==> config.mk <==
export PLATFORM = sky130hd
export DESIGN_NAME = loop_nest_sequencer_flat
export DESIGN_NICKNAME = d
export VERILOG_FILES = /design/src/rtl/loop_nest_sequencer_if.sv /design/src/rtl/loop_nest_sequencer.sv /design/src/flat_wrapper.sv
export SDC_FILE = /design/constraint.sdc
export NUM_CORES = 2
export LEC_CHECK = 0
export BUFFER_PORTS_ARGS = -buffer_cell sky130_fd_sc_hd__buf_2
export CAP_MARGIN = 20
export CORE_UTILIZATION = 38
export CTS_BUF_LIST = sky130_fd_sc_hd__clkbuf_4
export DETAILED_ROUTE_END_ITERATION = 6
export GPL_ROUTABILITY_DRIVEN = 0
export GPL_TIMING_DRIVEN = 0
export PLACE_DENSITY_LB_ADDON = 0.15
export SYNTH_ARGS = -nofsm -noshare
export SYNTH_HDL_FRONTEND = slang
export SYNTH_SLANG_ARGS = --single-unit
==> constraint.sdc <==
create_clock -name clk -period 10.82 [get_ports clk]
set_input_delay 1.082 -clock clk [delete_from_list [all_inputs] [get_ports clk]]
set_output_delay 1.082 -clock clk [all_outputs]
set_load 0.02 [all_outputs]
==> src/rtl/loop_nest_sequencer_if.sv <==
// Stream, config and PE-column bundle of the loop-nest sequencer.
// The master drives config/start/stream, the slave returns status and column issue data.
interface loop_nest_sequencer_if #(
   parameter int unsigned NUM_LOOPS  = 3,
   parameter int unsigned NUM_COL    = 6,
   parameter int unsigned DWIDTH_INT = 32,
   parameter int unsigned ADDR_W     = 5
);
   logic                          cfg_wr_en;
   logic [7:0]                    cfg_wr_add;
   logic [DWIDTH_INT-1:0]         cfg_wr_data;
   logic                          cfg_err;
   logic                          start;
   logic                          in_valid;
   logic                          in_ready;
   logic                          busy;
   logic                          done;
   logic [NUM_COL-1:0]            col_valid;
   logic [NUM_COL*DWIDTH_INT-1:0] col_itr;
   logic [NUM_COL*ADDR_W-1:0]     col_ptr;

   modport master (
      output cfg_wr_en, cfg_wr_add, cfg_wr_data, start, in_valid,
      input  cfg_err, in_ready, busy, done, col_valid, col_itr, col_ptr
   );

   modport slave (
      input  cfg_wr_en, cfg_wr_add, cfg_wr_data, start, in_valid,
      output cfg_err, in_ready, busy, done, col_valid, col_itr, col_ptr
   );
endinterface

==> src/rtl/loop_nest_sequencer.sv <==
// Runtime-configured odometer loop nest: one iteration vector + table pointer per handshake,
// fanned out to PE columns through per-column delay taps and an iterator-select mux.
module loop_nest_sequencer #(
   parameter int unsigned NUM_LOOPS  = 3,
   parameter int unsigned NUM_COL    = 6,
   parameter int unsigned DWIDTH_INT = 32,
   parameter int unsigned ADDR_W     = 5,
   parameter int unsigned STAGE_LAT  = 4,
   parameter int unsigned SEL_W      = (NUM_LOOPS > 1) ? $clog2(NUM_LOOPS) : 1
) (
   input logic                  clk,
   input logic                  rst,
   loop_nest_sequencer_if.slave bus
);

   localparam int unsigned DrainLat = (NUM_COL - 1) * STAGE_LAT;
   localparam int unsigned CntW     = (DrainLat > 1) ? $clog2(DrainLat) : 1;
   localparam int unsigned NumCfg   = NUM_LOOPS + 2 + NUM_COL;

   typedef enum logic [1:0] {StIdle, StRun, StDrain} state_e;

   typedef struct packed {
      logic                                  valid;
      logic [NUM_LOOPS-1:0][DWIDTH_INT-1:0]  itr;
      logic [ADDR_W-1:0]                     ptr;
   } stage_t;

   state_e state_q, state_d;
   logic   done_q, done_d;
   logic   cfg_err_q;
   logic [CntW-1:0] cnt_q;

   logic [NUM_LOOPS-1:0][DWIDTH_INT-1:0] bound_q, wbound_q, itr_q, itr_nxt;
   logic [ADDR_W-1:0]                    ptr_base_q, ptr_len_q, wbase_q, wlen_q;
   logic [ADDR_W-1:0]                    sptr_q, sptr_nxt, sptr_end;
   logic [NUM_COL-1:0][SEL_W-1:0]        sel_q, wsel_q;
   stage_t                               pipe_q [DrainLat+1];

   logic hs, is_last, cfg_ok;

   assign hs     = bus.in_valid && (state_q == StRun);
   assign cfg_ok = (state_q == StIdle) && (32'(bus.cfg_wr_add) < NumCfg);

   // Odometer: level 0 innermost, carry ripples outward on wrap.
   always_comb begin
      logic carry;
      logic wrap;
      itr_nxt = itr_q;
      is_last = 1'b1;
      carry   = 1'b1;
      for (int l = 0; l < NUM_LOOPS; l++) begin
         wrap = (itr_q[l] == wbound_q[l] - DWIDTH_INT'(1));
         if (!wrap) is_last = 1'b0;
         if (carry) begin
            if (wrap) begin
               itr_nxt[l] = '0;
            end else begin
               itr_nxt[l] = itr_q[l] + DWIDTH_INT'(1);
               carry      = 1'b0;
            end
         end
      end
   end

   assign sptr_end = wbase_q + wlen_q - ADDR_W'(1);
   assign sptr_nxt = (sptr_q == sptr_end) ? wbase_q : sptr_q + ADDR_W'(1);

   always_ff @(posedge clk) begin
      if (rst) begin
         state_q <= StIdle;
         done_q  <= 1'b0;
         cnt_q   <= '0;
      end else begin
         state_q <= state_d;
         done_q  <= done_d;
         cnt_q   <= (state_q == StDrain) ? cnt_q + CntW'(1) : '0;
      end
   end

   always_comb begin
      state_d = state_q;
      done_d  = 1'b0;
      unique case (state_q)
         StIdle: if (bus.start) state_d = StRun;
         StRun: begin
            if (hs && is_last) begin
               if (DrainLat == 0) begin
                  state_d = StIdle;
                  done_d  = 1'b1;
               end else begin
                  state_d = StDrain;
               end
            end
         end
         StDrain: begin
            if (cnt_q == CntW'(DrainLat - 1)) begin
               state_d = StIdle;
               done_d  = 1'b1;
            end
         end
         default: state_d = StIdle;
      endcase
   end

   always_comb begin
      bus.in_ready  = (state_q == StRun);
      bus.busy      = (state_q != StIdle);
      bus.done      = done_q;
      bus.cfg_err   = cfg_err_q;
      bus.col_valid = '0;
      bus.col_itr   = '0;
      bus.col_ptr   = '0;
      for (int c = 0; c < NUM_COL; c++) begin
         bus.col_valid[c]                 = pipe_q[c*STAGE_LAT].valid;
         bus.col_ptr[c*ADDR_W +: ADDR_W] = pipe_q[c*STAGE_LAT].ptr;
         if (32'(wsel_q[c]) < NUM_LOOPS) begin
            bus.col_itr[c*DWIDTH_INT +: DWIDTH_INT] = pipe_q[c*STAGE_LAT].itr[wsel_q[c]];
         end
      end
   end

   always_ff @(posedge clk) begin
      if (rst) begin
         for (int l = 0; l < NUM_LOOPS; l++) bound_q[l] <= DWIDTH_INT'(1);
         ptr_base_q <= '0;
         ptr_len_q  <= ADDR_W'(1);
         sel_q      <= '0;
         cfg_err_q  <= 1'b0;
      end else begin
         cfg_err_q <= bus.cfg_wr_en && !cfg_ok;
         if (bus.cfg_wr_en && cfg_ok) begin
            for (int l = 0; l < NUM_LOOPS; l++) begin
               if (bus.cfg_wr_add == 8'(l)) bound_q[l] <= bus.cfg_wr_data;
            end
            if (bus.cfg_wr_add == 8'(NUM_LOOPS)) ptr_base_q <= bus.cfg_wr_data[ADDR_W-1:0];
            if (bus.cfg_wr_add == 8'(NUM_LOOPS + 1)) ptr_len_q <= bus.cfg_wr_data[ADDR_W-1:0];
            for (int c = 0; c < NUM_COL; c++) begin
               if (bus.cfg_wr_add == 8'(NUM_LOOPS + 2 + c)) sel_q[c] <= bus.cfg_wr_data[SEL_W-1:0];
            end
         end
      end
   end

   // Working copies are frozen at start so IDLE-side writes never disturb a run.
   always_ff @(posedge clk) begin
      if (rst) begin
         for (int l = 0; l < NUM_LOOPS; l++) wbound_q[l] <= DWIDTH_INT'(1);
         wbase_q <= '0;
         wlen_q  <= ADDR_W'(1);
         wsel_q  <= '0;
         itr_q   <= '0;
         sptr_q  <= '0;
      end else if (state_q == StIdle && bus.start) begin
         for (int l = 0; l < NUM_LOOPS; l++) begin
            wbound_q[l] <= (bound_q[l] == '0) ? DWIDTH_INT'(1) : bound_q[l];
         end
         wbase_q <= ptr_base_q;
         wlen_q  <= (ptr_len_q == '0) ? ADDR_W'(1) : ptr_len_q;
         wsel_q  <= sel_q;
         itr_q   <= '0;
         sptr_q  <= ptr_base_q;
      end else if (hs) begin
         itr_q  <= itr_nxt;
         sptr_q <= sptr_nxt;
      end
   end

   always_ff @(posedge clk) begin
      if (rst) begin
         for (int i = 0; i <= DrainLat; i++) pipe_q[i] <= '0;
      end else begin
         pipe_q[0].valid <= hs;
         if (hs) begin
            pipe_q[0].itr <= itr_q;
            pipe_q[0].ptr <= sptr_q;
         end
         for (int i = 1; i <= DrainLat; i++) pipe_q[i] <= pipe_q[i-1];
      end
   end

endmodule
==> src/flat_wrapper.sv <==
// flat-port wrapper written by rule: the top's interface ports become plain ports
module loop_nest_sequencer_flat 
#(
   parameter int unsigned NUM_LOOPS  = 3,
   parameter int unsigned NUM_COL    = 6,
   parameter int unsigned DWIDTH_INT = 32,
   parameter int unsigned ADDR_W     = 5,
   parameter int unsigned STAGE_LAT  = 4,
   parameter int unsigned SEL_W      = (NUM_LOOPS > 1) ? $clog2(NUM_LOOPS) : 1
)
  (clk, rst, bus_cfg_wr_en, bus_cfg_wr_add, bus_cfg_wr_data, bus_start, bus_in_valid, bus_cfg_err, bus_in_ready, bus_busy, bus_done, bus_col_valid, bus_col_itr, bus_col_ptr);
  loop_nest_sequencer_if #(.NUM_LOOPS(NUM_LOOPS), .NUM_COL(NUM_COL), .DWIDTH_INT(DWIDTH_INT), .ADDR_W(ADDR_W)) bus_i ();
  input logic clk;
  input logic rst;
  input wire logic [$bits(bus_i.cfg_wr_en)-1:0] bus_cfg_wr_en;
  input wire logic [$bits(bus_i.cfg_wr_add)-1:0] bus_cfg_wr_add;
  input wire logic [$bits(bus_i.cfg_wr_data)-1:0] bus_cfg_wr_data;
  input wire logic [$bits(bus_i.start)-1:0] bus_start;
  input wire logic [$bits(bus_i.in_valid)-1:0] bus_in_valid;
  output wire logic [$bits(bus_i.cfg_err)-1:0] bus_cfg_err;
  output wire logic [$bits(bus_i.in_ready)-1:0] bus_in_ready;
  output wire logic [$bits(bus_i.busy)-1:0] bus_busy;
  output wire logic [$bits(bus_i.done)-1:0] bus_done;
  output wire logic [$bits(bus_i.col_valid)-1:0] bus_col_valid;
  output wire logic [$bits(bus_i.col_itr)-1:0] bus_col_itr;
  output wire logic [$bits(bus_i.col_ptr)-1:0] bus_col_ptr;
  assign bus_i.cfg_wr_en = bus_cfg_wr_en;
  assign bus_i.cfg_wr_add = bus_cfg_wr_add;
  assign bus_i.cfg_wr_data = bus_cfg_wr_data;
  assign bus_i.start = bus_start;
  assign bus_i.in_valid = bus_in_valid;
  assign bus_cfg_err = bus_i.cfg_err;
  assign bus_in_ready = bus_i.in_ready;
  assign bus_busy = bus_i.busy;
  assign bus_done = bus_i.done;
  assign bus_col_valid = bus_i.col_valid;
  assign bus_col_itr = bus_i.col_itr;
  assign bus_col_ptr = bus_i.col_ptr;
  loop_nest_sequencer #(.NUM_LOOPS(NUM_LOOPS), .NUM_COL(NUM_COL), .DWIDTH_INT(DWIDTH_INT), .ADDR_W(ADDR_W), .STAGE_LAT(STAGE_LAT), .SEL_W(SEL_W)) u_core (.clk(clk), .rst(rst), .bus(bus_i));
endmodule
==> flow_summary.ini <==
[outcome]
run_status = complete, no violations

[min_path]
hold_path_end = u_core.sel_q[1]
hp-class = in2reg
hold_depth = 4
worstHoldStart = bus_cfg_wr_add[3]

[sta]
timing.fmax_mhz = 190.7
hold_violations = 0
finalMaxSlewViolations = 0
timing.final.crit_share = 0.4847
fin_ws_ns = 5.575
fin_hold_ws_ns = 0.2054
fin_crit_ns = 5.245
setup_viol = 0
slew_headroom = 0.2374
fin_setup_tns_ns = 0
rsz0062_at_grt = no
fin_skew_ns = 0.08444
worstMarginPinSlew_ns = 1.132

[worst_setup_path]
cp_data_arrival_time_ns = 4.16
path_common_cell = clkbuf_1
start_kind = flop
crit_slowest_cell = o21ai_0
cp-end-kind = output port
ff2ff_setup_slack_ns = 5.86
path_delay_family = buffers and inverters
worstSetupPathType = reg2out
r2r-end = u_core.itr_q[34]
reg2regPathDepth = 13
crit_buf_inv = 3
required_ns = 9.74
cp_max_fo = 10
critical_path_depth = 5
path_cells = clkbuf_1 > clkbuf_1 > mux2i_1 > o21ai_0 > buf_2
r2r_start = u_core.wbound_q[33]
critPathMaxStageDelay_ns = 0.83

[synth]
synthFlopType = dfxtp_1
synth_edf_count = 101
syn_area_um2 = 79630
syn-num-nets = 7531
yosys.area.top_type = dfxtp_1
yosys-top-cells-count = 2387 x dfxtp_1, 2052 x nor2b_1, 697 x nand2_1, 413 x clkbuf_1, 265 x a21oi_1
avgSynthCellArea_um2 = 10.66
netlist_instances = 7470
synth_cell_types = 73
yosysWarnings = 0
synthTopCellsByArea = dfxtp_1 60%, nor2b_1 16%, edfxtp_1 3.8%
ys_seq_area_frac = 0.6382
async_reset_ff_frac = 0
yosysTopAreaCellShare = 0.6001
synth-seq-cells = 2488
yosysMostFrequentCell = dfxtp_1

[die]
coreArea_um2 = 207700
fp.dieW_um = 459.8
rows = 167
dieArea_um2 = 211400
die_y_um = 459.8
ioPinCount = 277
start_util = 0.3834

[placement]
dp_hpwl_mm = 165.5
dp_slack_ns = 5.851
io_buffer_count = 273
postPlaceCellArea_um2 = 84580

[clocking]
clk_pin_slew_ns = 0.06
cts_setup_buffers = 0
numCtsBuffers = 646
cts_tree = built
cts_sinks = 2488
clockBufferDepth = 4
ctsHoldBuffers = 34
h-tree-depth = 6
cts_resized = 0
root_buffer = clkbuf_4
worstSkewPairLatency_ns = 1.35

[global_route]
groute.usage.overall = 0.1974
grt-ovfl-total = 0
grt_pass1_vias = 53110
grt_pass1_wl_mm = 313.0
antenna_found_initial = 7
grt_max_degree = 70

[drt]
first_pass_iters = 6
wire_per_inst_um = 18.16
vias = 51380
drt-total-wl_mm = 211.7
ant_nets = 0
drc_errors = 0
drt_iter0_drc = 2250
post_drt_via_cell_ratio = 4.408

[final_layout]
fin_util = 0.4469
nets = 8494
layout-drive-gt1-share = 0.1501
design_area_um2 = 92820
syn_to_final_growth_pct = 16.56
fillers = 20400

[power_and_ir_drop]
p_leak_nw = 36.07
p_clk_frac = 0.442
power_density_nw_per_um2 = 189.3
switching_share = 0.2260
seqPwrFrac = 0.531
internal_power_mw = 13.60
switchingPower_mw = 3.972
peakVddDrop_mv = 0.1253
p_comb_frac = 0.027

[flow_run]
maxCapViolations = 0
==> layer usage <==
layer	vias to the layer above	wire [um]	track usage
li1	26330	-	-
met1	23160	81060	0.2059
met2	1419	111000	0.3653
met3	480	9899	0.04361
met4	0	9767	0.1060
met5	-	0	0
==> per-stage QoR <==
stage / total power [mW] / cells
final: 17.57 / 11660
after global routing: 18.42 / 11660
after CTS: 17.87 / 11650
after detailed placement: 10.00 / 10540
after global placement: 9.998 / 10530
after floorplan: 9.782 / 7470
==> registers in the layout (all words and copies together) (netlist names) <==
register / count
u_core.wbound_q: 96
u_core.itr_q: 96
u_core.wlen_q: 5
u_core.bus.cfg_err: 1
u_core.sel_q: 12
u_core.bus.done: 1
u_core.wbase_q: 5
u_core.sptr_q: 5
u_core.ptr_base_q: 5
u_core.pipe_q: 2142
u_core.wsel_q: 12
u_core.state_q: 2
u_core.bound_q: 96
u_core.ptr_len_q: 5
u_core.cnt_q: 5
==> kinds of logic after synthesis <==
logic type               after synthesis  synth area share
XOR/XNOR                             197           0.02167
flip-flops                          2488            0.6382
AND/OR/NAND/NOR                     3431            0.2426
AO/OA/AOI/OAI                        589           0.04068
buffers and inverters                533           0.02717
multiplexers                         216           0.02715
adder cells (fa/ha/maj)               16          0.002608
==> layout by cell type, fill, tap and decap left out, types with 18 or more instances in the layout <==
| cell type | n |
|---|---|
| nor3_1 | 89 |
| inv_1 | 48 |
| or3_1 | 31 |
| mux2i_1 | 216 |
| buf_2 | 277 |
| inv_2 | 18 |
| or4_1 | 34 |
| a21oi_1 | 265 |
| nand2_1 | 696 |
| nor2b_1 | 2052 |
| and3_1 | 124 |
| nand3_1 | 73 |
| and4_1 | 18 |
| nand4_1 | 39 |
| clkbuf_4 | 934 |
| buf_1 | 28 |
| nor4_1 | 65 |
| clkinv_1 | 93 |
| xnor2_1 | 111 |
| o21ai_0 | 226 |
| buf_4 | 42 |
| dfxtp_1 | 2387 |
| clkbuf_1 | 413 |
| dlygate4sd3_1 | 34 |
| xor2_1 | 86 |
| edfxtp_1 | 101 |
| nor2_1 | 152 |
==> worst max path at each step <==
stage	from	end	slack [ns]
2_1_floorplan	rst	u_core.pipe_q[0][0]	6.24
3_3_place_gp	rst	u_core.pipe_q[0][43]	3.45
3_5_place_dp	u_core.wbound_q[33]	u_core.itr_q[58]	5.85
4_1_cts	u_core.wsel_q[4]	bus_col_itr[85]	5.30
5_1_grt	u_core.wsel_q[2]	bus_col_itr[51]	5.36
6_report	u_core.wsel_q[2]	bus_col_itr[51]	5.58
==> tightest hold or removal path: stages <==
cell and delay, ns:
buf_2 0.12, nor3b_1 0.11, nand3_1 0.10, a21oi_1 0.06
==> final cells by class <==
| type | count | area, um2 | area share |
|---|---|---|---|
| flip-flops and latches | 2488 | 50820 | 0.5475 |
| multi-input cells | 4449 | 26660 | 0.2872 |
| clock buffers | 934 | 7012 | 0.07554 |
| well taps | 2788 | 3488 | 0.03758 |
| plain buffers | 484 | 1979 | 0.02133 |
| repair buffers | 315 | 1794 | 0.01933 |
| clock inverters | 140 | 859.6 | 0.009261 |
| inverters | 49 | 183.9 | 0.001982 |
| diodes | 10 | 25.02 | 0.0002696 |
==> power groups by stage <==
stage	clock [mW]	combinational, mW	sequential [mW]
after CTS	8.06	0.486	9.32
final	7.77	0.475	9.32
after floorplan	0	0.274	9.51
after detailed placement	0	0.476	9.53
after global placement	0	0.467	9.53
after global routing	8.58	0.515	9.32
No activity file was read; power rests on OpenSTA's default activity.
